$ cat src/rtl/datapath_wall.sv
// Wall datapath: owns the wall column and the random gap row. On frame-tick step requests
// it erases the current wall column and redraws it one pixel to the left. Pixels go out one
// per cycle on the VGA plot bus. It also flags a player collision and pulses touched after
// the wall has been erased at x = 0.
//
// Ports:
//   clk, reset    single clock; synchronous active-high reset
//   start, move   enables from the wall controller (start wins over move)
//   frame_tick    one-cycle pulse per video frame
//   player_y      player row, used for the collision check at PLAYER_X
//   touched       one-cycle pulse after the erase pass at x = 0
//   hit           sticky collision flag, cleared by start or reset
//   wall_x, gap_y current wall column and top row of the gap
//   plot, x, y, colour  registered VGA pixel write bus
module datapath_wall #(
  parameter int unsigned SCREEN_W        = 160,
  parameter int unsigned SCREEN_H        = 120,
  parameter int unsigned GAP_H           = 30,
  parameter int unsigned FRAMES_PER_STEP = 4,
  parameter int unsigned PLAYER_X        = 20,
  parameter logic [2:0]  WALL_COLOUR     = 3'b010
) (
  input  logic       clk,
  input  logic       reset,
  input  logic       start,
  input  logic       move,
  input  logic       frame_tick,
  input  logic [6:0] player_y,
  output logic       touched,
  output logic       hit,
  output logic [7:0] wall_x,
  output logic [6:0] gap_y,
  output logic       plot,
  output logic [7:0] x,
  output logic [6:0] y,
  output logic [2:0] colour
);

  localparam logic [7:0] XStart  = 8'(SCREEN_W - 1);
  localparam logic [6:0] RowLast = 7'(SCREEN_H - 1);
  localparam logic [7:0] GapMod  = 8'(SCREEN_H - GAP_H + 1);
  localparam logic [7:0] GapSpan = 8'(GAP_H - 1);
  localparam logic [7:0] FcLast  = 8'(FRAMES_PER_STEP - 1);
  localparam logic [7:0] PlayerX = 8'(PLAYER_X);

  typedef enum logic [1:0] {StIdle, StErase, StDraw, StDone} state_e;

  state_e     state_q, state_d;
  logic [7:0] wall_x_q, wall_x_d;
  logic [6:0] gap_y_q, gap_y_d;
  logic [7:0] lfsr_q, lfsr_d;
  logic [7:0] frame_cnt_q, frame_cnt_d;
  logic       pending_q, pending_d;
  logic [6:0] row_q, row_d;
  logic       plot_q, plot_d;
  logic [7:0] x_q, x_d;
  logic [6:0] y_q, y_d;
  logic [2:0] colour_q, colour_d;
  logic       touched_q, touched_d;
  logic       hit_q, hit_d;

  logic [7:0] gap_end;
  logic       row_in_gap;
  logic       player_out;

  // Gap end stays within SCREEN_H-1 because gap_y <= SCREEN_H-GAP_H.
  assign gap_end    = {1'b0, gap_y_q} + GapSpan;
  assign row_in_gap = ({1'b0, row_q} >= {1'b0, gap_y_q}) && ({1'b0, row_q} <= gap_end);
  assign player_out = ({1'b0, player_y} < {1'b0, gap_y_q}) || ({1'b0, player_y} > gap_end);

  always_comb begin
    state_d     = state_q;
    wall_x_d    = wall_x_q;
    gap_y_d     = gap_y_q;
    lfsr_d      = {lfsr_q[6:0], lfsr_q[7] ^ lfsr_q[5] ^ lfsr_q[4] ^ lfsr_q[3]};
    frame_cnt_d = frame_cnt_q;
    pending_d   = pending_q;
    row_d       = row_q;
    plot_d      = 1'b0;
    x_d         = x_q;
    y_d         = y_q;
    colour_d    = colour_q;
    touched_d   = 1'b0;
    hit_d       = hit_q;

    // Step requests; pending saturates so requests during a pass collapse into one.
    if (!move) begin
      pending_d = 1'b0;
    end else if (frame_tick) begin
      if (frame_cnt_q == FcLast) begin
        frame_cnt_d = 8'd0;
        pending_d   = 1'b1;
      end else begin
        frame_cnt_d = frame_cnt_q + 8'd1;
      end
    end

    unique case (state_q)
      StIdle: begin
        if (start) begin
          wall_x_d    = XStart;
          gap_y_d     = 7'(lfsr_q % GapMod);
          frame_cnt_d = 8'd0;
          pending_d   = 1'b0;
          hit_d       = 1'b0;
        end else if (pending_q && move) begin
          pending_d = 1'b0;
          row_d     = 7'd0;
          state_d   = StErase;
        end
      end
      StErase: begin
        plot_d   = 1'b1;
        x_d      = wall_x_q;
        y_d      = row_q;
        colour_d = 3'b000;
        if (row_q == RowLast) begin
          row_d = 7'd0;
          if (wall_x_q == 8'd0) begin
            state_d = StDone;
          end else begin
            wall_x_d = wall_x_q - 8'd1;
            state_d  = StDraw;
            if ((wall_x_q - 8'd1) == PlayerX && player_out) hit_d = 1'b1;
          end
        end else begin
          row_d = row_q + 7'd1;
        end
      end
      StDraw: begin
        plot_d   = 1'b1;
        x_d      = wall_x_q;
        y_d      = row_q;
        colour_d = row_in_gap ? 3'b000 : WALL_COLOUR;
        if (row_q == RowLast) begin
          row_d   = 7'd0;
          state_d = StIdle;
        end else begin
          row_d = row_q + 7'd1;
        end
      end
      StDone: begin
        touched_d = 1'b1;
        state_d   = StIdle;
      end
      default: state_d = StIdle;
    endcase
  end

  always_ff @(posedge clk) begin
    if (reset) begin
      state_q     <= StIdle;
      wall_x_q    <= XStart;
      gap_y_q     <= 7'd0;
      lfsr_q      <= 8'hA5;
      frame_cnt_q <= 8'd0;
      pending_q   <= 1'b0;
      row_q       <= 7'd0;
      plot_q      <= 1'b0;
      x_q         <= 8'd0;
      y_q         <= 7'd0;
      colour_q    <= 3'b000;
      touched_q   <= 1'b0;
      hit_q       <= 1'b0;
    end else begin
      state_q     <= state_d;
      wall_x_q    <= wall_x_d;
      gap_y_q     <= gap_y_d;
      lfsr_q      <= lfsr_d;
      frame_cnt_q <= frame_cnt_d;
      pending_q   <= pending_d;
      row_q       <= row_d;
      plot_q      <= plot_d;
      x_q         <= x_d;
      y_q         <= y_d;
      colour_q    <= colour_d;
      touched_q   <= touched_d;
      hit_q       <= hit_d;
    end
  end

  assign touched = touched_q;
  assign hit     = hit_q;
  assign wall_x  = wall_x_q;
  assign gap_y   = gap_y_q;
  assign plot    = plot_q;
  assign x       = x_q;
  assign y       = y_q;
  assign colour  = colour_q;

endmodule

$ cat config.mk
export PLATFORM = sky130hd
export DESIGN_NAME = datapath_wall
export DESIGN_NICKNAME = d
export VERILOG_FILES = /design/src/rtl/datapath_wall.sv
export SDC_FILE = /design/constraint.sdc
export NUM_CORES = 1
export LEC_CHECK = 0
export CORE_MARGIN = 2
export CORE_UTILIZATION = 56
export DETAILED_ROUTE_END_ITERATION = 8
export GPL_TIMING_DRIVEN = 0
export PLACE_DENSITY = 0.79
export SYNTH_ARGS = -nofsm -noshare
export SYNTH_HDL_FRONTEND = slang
export SYNTH_SLANG_ARGS = --single-unit
$ cat constraint.sdc
create_clock -name clk -period 3.2 [get_ports clk]
set_input_delay 0.8 -clock clk [delete_from_list [all_inputs] [get_ports clk]]
set_output_delay 0.8 -clock clk [all_outputs]
set_load 0.02 [all_outputs]
==> results.toml <==
[outcome]
status = "finished clean"

[finish]
drive_gt1_share_pct = 7.157
fillerInstances = 557
nets = 561
num_antenna_cells = 0
area_growth_pct = 20.40
finalNonFillerCells = 597

[pwr]
p_leak_nw = 1.811
pwr-share-comb_pct = 21.4
seq_power_share_pct = 40.5
sw_frac_of_total_pct = 29.16
ir_worst_vdd_uv = 344.4
p_switching_mw = 0.5780
clockPowerShare_pct = 38.2
p_int_mw = 1.404
p_per_area_mw_per_mm2 = 433.0

[flow_run]
cap_viol_max_count = 0

[timing]
worst_pin_slew_ns = 0.7786
fin_skew_ns = 0.007755
hold_viol = 0
slew_headroom_pct = 48.09
worst_slack_ns = 0.2379
setup_tns_ns = 0
fin_crit_ns = 2.962
finalCritPeriodShare_pct = 92.56
fmax_ghz = 0.3376
rsz0062_at_grt = "no"
setup_viol = 0
slew_viol_final = 0

[route]
wl_per_cell_um = 15.58
postRouteAntennaNets = 0
drcViolationCount = 0
totalWireLength_mm = 9.304
first_pass_iters = 5
vias = 3531
via_per_inst = 5.915
drt_iter0_markers = 241

[critical_path]
start_kind = "register"
r2r_start = "lfsr_q[1]"
cp-end-kind = "register"
cp_data_required_time_ns = 3.43
crit_type = "register to register"
critPathLaunch = "lfsr_q[1]"
cp_max_fo = 9
critPathArrivalTime_ns = 3.19

[clocking]
clock_latency_ns = 0.35
numClockSinks = 60
cts_setup_buffers = 0
cts_made_buffers = 9
cts_tree = "done"
path_clk_slew_ns = 0.07
cts_root_buf = "clkbuf_8"
h-tree-depth = 3
cts.path.max_buffers = 2

[logic_synthesis]
synth-simple-area-share_pct = 22.01
synth.most_common_cell = "dfxtp_1"
synth.top_cell.area_share_pct = 31.59
seq_area_frac_synth_pct = 31.59
synthMuxAreaShare_pct = 5.824
synth_edf_count = 0
yosysWarnings = 0
async_flop_share_pct = 0
synth_adder_area_share_pct = 12.44
yosys.area_share.xor_xnor_pct = 4.837
synthCells = 455
yosysTopAreaCell = "dfxtp_1"
synth.distinct_cells = 69
synth_compound_area_share_pct = 18.72
ys.flop_type = "dfxtp_1"
synth_area_leaders = "dfxtp_1 (32%), ha_1 (12%), mux2i_1 (5.5%)"
synth.avg_cell_area_um2 = 8.357
synth_area_mm2 = 0.003802
synth_common_cells = "dfxtp_1 (60), nand2_1 (49), nor2_1 (46)"
ys_ff_latch = 60
synth_top_family_by_area = "simple AND/OR/NAND/NOR gates"

[placement]
dp_slack_ns = 0.03429
portBuffers = 45
hpwlAfterDp_mm = 6.774
dpl.cell_count = 581
routabilityCongestion = 0.8747

[min_path]
hp-start = "x[3]"
hold_path.class = "register to register"

[grt]
grt_max_degree = 11
grt.overflow.total = 0
grt_pass1_vias = 3312
grt_usage_pct = 25.81
grt_pass1_wl_mm = 15.44
antenna_found_initial = 0

[floorplan]
pin_count = 48
die_h_um = 86.40
fp.dieW_um = 86.40
initial_core_util_pct = 56.91
num_rows = 30
die_area_mm2 = 0.007465
core_mm2 = 0.006681
[area by class of cell]
cell class,instances,area [µm²],area share [%]
buffer,19,91.34,1.995
clock buffer,11,141.4,3.088
clock inverter,5,75.07,1.640
inverter,21,78.83,1.722
multi-input combinational,356,2440,53.29
sequential,60,1201,26.24
tap,80,100.1,2.186
timing repair buffer,45,450.4,9.839
[logic make-up (layout without fill, tap and decap cells)]
logic type      after synthesis  after routing
other cells                   1              2
fa+ha+maj                    38             38
flops                        60             60
simple gates                172            172
buf+inv                      40            101
xor+xnor                     21             21
compound gates              101            101
mux                          22             22
[worst paths after layout]
| check | end | slack [ns] | cells after the start |
|---|---|---|---|
| max | gap_y[1] | 0.24 | 11 |
| min reg2reg | x[3] | 0.49 | 2 |
| max reg2reg | gap_y[1] | 0.24 | 11 |
| min | x[3] | 0.49 | 2 |
[flip-flops by register name, summed over array words and instances, names as in the netlist]
register,cells
frame_cnt_q,8
lfsr_q,8
wall_x,8
x,8
gap_y,7
row_q,7
y,7
state_q,2
colour,1
hit,1
pending_q,1
plot,1
touched,1
[per-layer routing]
metal  up-vias  part of all wire, %  GRT usage [%]
li1       1745                    -              -
met1      1657                   46          32.43
met2       109                   47          43.71
met3        20                  5.0          5.619
met4         0                  2.1          8.949
met5         -                    0              0
[cell usage in the layout, fill, tap and decap left out, types with 3 or more instances in the layout]
master and instances:
dfxtp_1 60, nand2_1 49, nor2_1 46, clkdlybuf4s50_1 45, ha_1 37, a21oi_1 23
o21ai_0 21, mux2i_1 21, inv_1 20, nor3_1 16, xor2_1 14, clkbuf_1 13
nor2b_1 12, clkbuf_8 10, nand3_1 9, xnor2_1 7, o21a_1 7, nand4_1 6
a21o_1 5, nor4_1 5, and3_1 5, o22ai_1 4, or2_2 4, buf_4 3
a21boi_0 3, nor3b_1 3, clkinv_2 3
[through the flow]
stage | util [%] | instance area (µm²) | power, mW | hold slack [ns]
finish | 68.52 | 4578 | 1.982 | 0.4919
global route | 68.52 | 4578 | 2.070 | 0.5236
CTS | 68.45 | 4573 | 1.978 | 0.4985
detailed placement | 65.21 | 4357 | 1.230 | 0.4874
global placement | 65.21 | 4357 | 1.212 | 0.4781
floorplan | - | 3806 | 1.107 | 0.4696
[power by group through the flow]
stage	Sequential [mW]	Clock [mW]	Combinational, mW
after floorplan	0.823	0	0.284
after global placement	0.817	0	0.395
after detailed placement	0.818	0	0.412
after CTS	0.802	0.761	0.416
after global routing	0.805	0.798	0.467
final	0.802	0.757	0.423
[critical path: stages (launching register included)]
cell and delay, ns:
dfxtp_1 0.38, ha_1 0.26, o211a_1 0.27, o21ai_2 0.33
nand3_1 0.12, o21ai_0 0.14, ha_1 0.29, nor2_1 0.08
a211oi_2 0.36, a211o_4 0.24, nor3b_1 0.27, o31ai_2 0.09
[what timing repair did]
item                                    CTS  global route
endpoints found under the setup margin    0             6
hold buffers                              0             0
resized for setup                         0             1
Power figures use the tool's default switching activity.
